[src/rtl/rm_hdr_chk_pkg.sv]
// -----------------------------------------------------------------------------
// rm_hdr_chk_pkg
// Shared definitions for the receive-side header checker:
//   - IOQ header field positions inside a header data word
//   - parse state encoding
//   - word classification from the ctrl lanes
//   - byte count carried by the last (EOP) word of a packet
//   - 16/32-bit saturating arithmetic helpers
// Ctrl vectors are handled zero-extended to CTRL_MAX_W bits so the helpers
// serve any stream width up to CTRL_MAX_W byte lanes.
// -----------------------------------------------------------------------------
package rm_hdr_chk_pkg;

  // IOQ header layout: three 16-bit fields in the low 48 bits of the word.
  localparam int unsigned FIELD_W      = 16;
  localparam int unsigned BYTE_LEN_LSB = 0;
  localparam int unsigned SRC_PORT_LSB = 16;
  localparam int unsigned WORD_LEN_LSB = 32;

  // Widest ctrl vector the helper functions accept.
  localparam int unsigned CTRL_MAX_W = 32;

  // Entries held between parser and output port.
  localparam int unsigned BUF_DEPTH = 2;

  typedef enum logic {
    ST_HDR  = 1'b0,
    ST_DATA = 1'b1
  } state_e;

  typedef enum logic [1:0] {
    WK_DATA = 2'd0,
    WK_EOP  = 2'd1,
    WK_HDR  = 2'd2
  } word_kind_e;

  // No ctrl bit -> data, exactly one -> EOP, two or more -> module header.
  function automatic word_kind_e classify_word(input logic [CTRL_MAX_W-1:0] ctrl);
    logic [5:0] ones;
    ones = 6'($countones(ctrl));
    if (ones == 6'd0) begin
      return WK_DATA;
    end else if (ones == 6'd1) begin
      return WK_EOP;
    end else begin
      return WK_HDR;
    end
  endfunction

  // Valid bytes in an EOP word: the set lane bit i leaves (lanes - i) bytes,
  // so the lowest lane marks a full word and the top lane a single byte.
  function automatic logic [FIELD_W-1:0] last_word_bytes(
    input logic [CTRL_MAX_W-1:0] ctrl,
    input int unsigned           lanes
  );
    logic [FIELD_W-1:0] nbytes;
    nbytes = '0;
    for (int unsigned i = 0; i < CTRL_MAX_W; i++) begin
      nbytes = ctrl[i] ? 16'(lanes - i) : nbytes;
    end
    return nbytes;
  endfunction

  function automatic logic [FIELD_W-1:0] sat_add16(
    input logic [FIELD_W-1:0] a,
    input logic [FIELD_W-1:0] b
  );
    logic [FIELD_W:0] sum;
    sum = {1'b0, a} + {1'b0, b};
    return sum[FIELD_W] ? 16'hffff : sum[FIELD_W-1:0];
  endfunction

  function automatic logic [31:0] sat_inc32(input logic [31:0] a);
    return (a == 32'hffff_ffff) ? a : a + 32'd1;
  endfunction

endpackage

[src/rtl/rm_hdr_chk_pkt_skid_buf.sv]
// -----------------------------------------------------------------------------
// pkt_skid_buf
// Two-entry FIFO holding {ctrl,data} words between the parser and the output
// port. The head entry is always visible on head_o; a pop and a push in the
// same cycle are accepted even when both entries are occupied.
// Ports:
//   clk, reset    clock, asynchronous active-high reset
//   push_i        write push_data_i (ignored when full and not popping)
//   push_data_i   word to store
//   pop_i         drop the head entry (ignored when empty)
//   head_o        oldest stored word
//   count_o       number of stored entries (0..2)
// -----------------------------------------------------------------------------
module pkt_skid_buf
  import rm_hdr_chk_pkg::*;
#(
  parameter int unsigned W = 72
) (
  input  logic         clk,
  input  logic         reset,
  input  logic         push_i,
  input  logic [W-1:0] push_data_i,
  input  logic         pop_i,
  output logic [W-1:0] head_o,
  output logic [1:0]   count_o
);

  localparam logic [1:0] FULL_CNT = 2'(BUF_DEPTH);

  logic [W-1:0] mem_q [BUF_DEPTH];
  logic         rd_ptr_q;
  logic [1:0]   count_q;

  logic         do_pop_s;
  logic         do_push_s;
  logic         wr_ptr_s;

  // Qualify push/pop against occupancy and pick the write slot.
  always_comb begin
    do_pop_s  = pop_i && (count_q != 2'd0);
    do_push_s = push_i && ((count_q != FULL_CNT) || do_pop_s);
    // With two entries the free slot is the head being popped this cycle.
    wr_ptr_s  = rd_ptr_q ^ count_q[0];
  end

  // Storage, read pointer and occupancy.
  always_ff @(posedge clk or posedge reset) begin
    if (reset) begin
      for (int i = 0; i < int'(BUF_DEPTH); i++) begin
        mem_q[i] <= '0;
      end
      rd_ptr_q <= 1'b0;
      count_q  <= 2'd0;
    end else begin
      if (do_push_s) begin
        mem_q[wr_ptr_s] <= push_data_i;
      end
      if (do_pop_s) begin
        rd_ptr_q <= ~rd_ptr_q;
      end
      count_q <= count_q + {1'b0, do_push_s} - {1'b0, do_pop_s};
    end
  end

  assign head_o  = mem_q[rd_ptr_q];
  assign count_o = count_q;

endmodule

[config.mk]
export PLATFORM = sky130hd
export DESIGN_NAME = pkt_skid_buf
export DESIGN_NICKNAME = d
export VERILOG_FILES = /design/src/rtl/rm_hdr_chk_pkg.sv /design/src/rtl/rm_hdr_chk_pkt_skid_buf.sv
export SDC_FILE = /design/constraint.sdc
export NUM_CORES = 1
export LEC_CHECK = 0
export CAP_MARGIN = 20
export CORE_AREA = 2 2 146 162
export CTS_CLUSTER_DIAMETER = 60
export DETAILED_ROUTE_END_ITERATION = 7
export DIE_AREA = 0 0 148 164
export GPL_TIMING_DRIVEN = 1
export PLACE_DENSITY_LB_ADDON = 0.2
export SETUP_SLACK_MARGIN = 0.05
export SLEW_MARGIN = 20
export SYNTH_ARGS = -nofsm -noshare
export SYNTH_HDL_FRONTEND = slang
export SYNTH_SLANG_ARGS = --single-unit
[constraint.sdc]
create_clock -name clk -period 4.7 [get_ports clk]
set_clock_uncertainty 0.15 [all_clocks]
set_input_delay 0.94 -clock clk [delete_from_list [all_inputs] [get_ports clk]]
set_output_delay 0.94 -clock clk [all_outputs]
set_load 0.1 [all_outputs]
==> results.json <==
{
  "grt_remaining_overflow": 0,
  "synth.avg_cell_area_sq_um": 10.1,
  "multi_input_area_sq_um": 4660,
  "cp_slowest_cell": "clkdlybuf4s50_1",
  "syn_nets": 967,
  "worstMarginPinSlew_ns": 0.969,
  "clk_latency_ns": 0.42,
  "dieArea_sq_um": 24300,
  "timing.final.crit_share": 0.743,
  "cts_setup_buffers": 0,
  "core_area_sq_um": 22600,
  "clock-sinks": 147,
  "worst_setup_path_start_kind": "flop",
  "hpwl_mm": 14.0,
  "diodes": 0,
  "place_area_sq_um": 10300,
  "yosysMostFrequentCell": "dfrtp_1",
  "first_global_vias": 7780,
  "status": "complete, no violations",
  "nNetsFinal": 1030,
  "route.detailed.drc": 0,
  "path_cells": "clkdlybuf4s50_1",
  "grt_first_pass_wirelength_mm": 42.3,
  "rsz0062_at_grt": "no",
  "gp_congestion": 0.718,
  "crit_type": "reg2out",
  "synthFlopType": "dfrtp_1",
  "clkTransAtPathRegs_ns": 0.06,
  "slew_headroom": 0.352,
  "grt_max_degree": 145,
  "antenna_found_initial": 0,
  "clock_tree.htree_level_count": 4,
  "arrival_ns": 2.40,
  "slew_violations": 0,
  "wl_per_cell_um": 20.7,
  "max_freq_mhz": 286,
  "yosysSeqAreaShare": 0.411,
  "synth_top_cells_by_count": "147 x dfrtp_1, 144 x a311o_1, 130 x o2bb2ai_1, 87 x nand2_1, 84 x clkbuf_1",
  "synthesis.area_sq_um": 8960,
  "yosysWarnings": 0,
  "ant_nets": 0,
  "nFillCells": 2160,
  "rows": 58,
  "root_buffer": "clkbuf_16",
  "die_x_um": 148,
  "critical_path_buf_inv_count": 1,
  "synth_top_cell_by_area": "dfrtp_1",
  "ioPinCount": 150,
  "final_hold_viol_count": 0,
  "drt_iter0_markers": 484,
  "cts_inserted_buffers": 17,
  "vias": 7993,
  "yosysTopAreaCellShare": 0.411,
  "initial_core_util": 0.396,
  "crit_path_max_incr_delay_ns": 1.24,
  "drive_above_1_share": 0.192,
  "wirelength_mm": 26.2,
  "netlist_top_cells_area": "dfrtp_1 41%, a311o_1 16%, o2bb2ai_1 13%",
  "path_delay_family": "buffers and inverters",
  "design_area_sq_um": 10900,
  "ys_ff_latch": 147,
  "synth-edff-count": 0,
  "cp_max_fo": 26,
  "post_cts_resized": 0,
  "setup_tns_ns": 0,
  "cp-end-kind": "output pin",
  "min_period_ns": 3.49,
  "cts_tree": "done",
  "worst-endpoint-required_ns": 3.61,
  "synthCells": 889,
  "clockBufferDepth": 2,
  "via_per_inst": 6.32,
  "io_buffers": 149,
  "ys_types": 26,
  "drtPass1Iterations": 5,
  "die_h_um": 164,
  "drv_cap": 0,
  "postCtsHoldBufs": 0,
  "setup_viol": 0,
  "grt_usage": 0.216,
  "holdCritPathClass": "reg2reg",
  "syn_to_final_growth_pct": 21.7,
  "regArea_sq_um": 3680,
  "async_flop_share": 1.00
}
==> registers in the layout (all words and copies together) (netlist names) <==
name,cells
rd_ptr_q,1
count_o,2
mem_q,144
==> cell usage in the layout, fill, tap and decap left out <==
cell type,n
xor2_1,1
mux2_2,58
dfrtp_1,145
o21ai_1,7
dfrtp_4,1
clkdlybuf4s50_1,76
or2b_1,1
clkbuf_16,17
or3_2,1
nand2b_4,1
nand2_1,86
nor2b_4,1
ha_1,2
nor3_1,72
o22ai_1,14
bufinv_16,3
clkbuf_1,3
clkinvlp_4,3
clkinv_4,1
a311o_1,144
inv_4,1
o2bb2ai_1,130
clkbuf_8,1
buf_12,8
dfrtp_2,1
clkinv_2,4
nor4_1,72
o21a_1,1
buf_4,81
xnor2_1,2
inv_1,15
nand2_4,1
o21ai_0,8
nand2b_2,2
==> cell families after synthesis <==
| family | after synthesis | share of synthesized area |
|---|---|---|
| mux | 58 | 0.0729 |
| simple gates | 237 | 0.132 |
| compound gates | 304 | 0.307 |
| fa+ha+maj | 2 | 0.00279 |
| buf+inv | 138 | 0.0714 |
| flops | 147 | 0.411 |
| xor+xnor | 3 | 0.00293 |
==> metrics by stage <==
step,utilization,setup WS [ns],hold slack (ns),cells
floorplan,-,0.612,0.342,889
global placement,0.456,1.54,0.351,1233
detailed placement,0.456,1.56,0.359,1233
CTS,0.481,1.17,0.373,1264
global route,0.481,1.13,0.381,1264
finish,0.481,1.21,0.367,1264
==> per-layer routing <==
metal	vias up	global-route usage	part of all wire
met4	0	0.0667	0.015
met2	234	0.359	0.48
met1	3996	0.290	0.45
met3	24	0.0353	0.051
met5	-	0	0
li1	3739	-	-
==> final timing paths <==
path | startpoint | to | slack (ns) | cells past startpoint
max | count_o[0] | count_o[0] | 1.21 | 1
min | mem_q[136] | mem_q[136] | 0.37 | 1
max reg2reg | count_o[0] | mem_q[101] | 1.87 | 4
min reg2reg | mem_q[136] | mem_q[136] | 0.37 | 1
max in group asynchronous | reset | mem_q[126] | 3.15 | 3
min in group asynchronous | reset | mem_q[17] | 0.83 | 3
==> area by class of cell <==
cell class	instances	share of cell area
multi-input combinational	604	0.427
timing repair buffer	165	0.140
clock buffer	21	0.0413
clock inverter	10	0.0123
sequential	147	0.338
inverter	17	0.00643
tap	300	0.0344
Power is not shown: default switching activity piles up to over one toggle a cycle in this logic, so the estimate is an artifact.
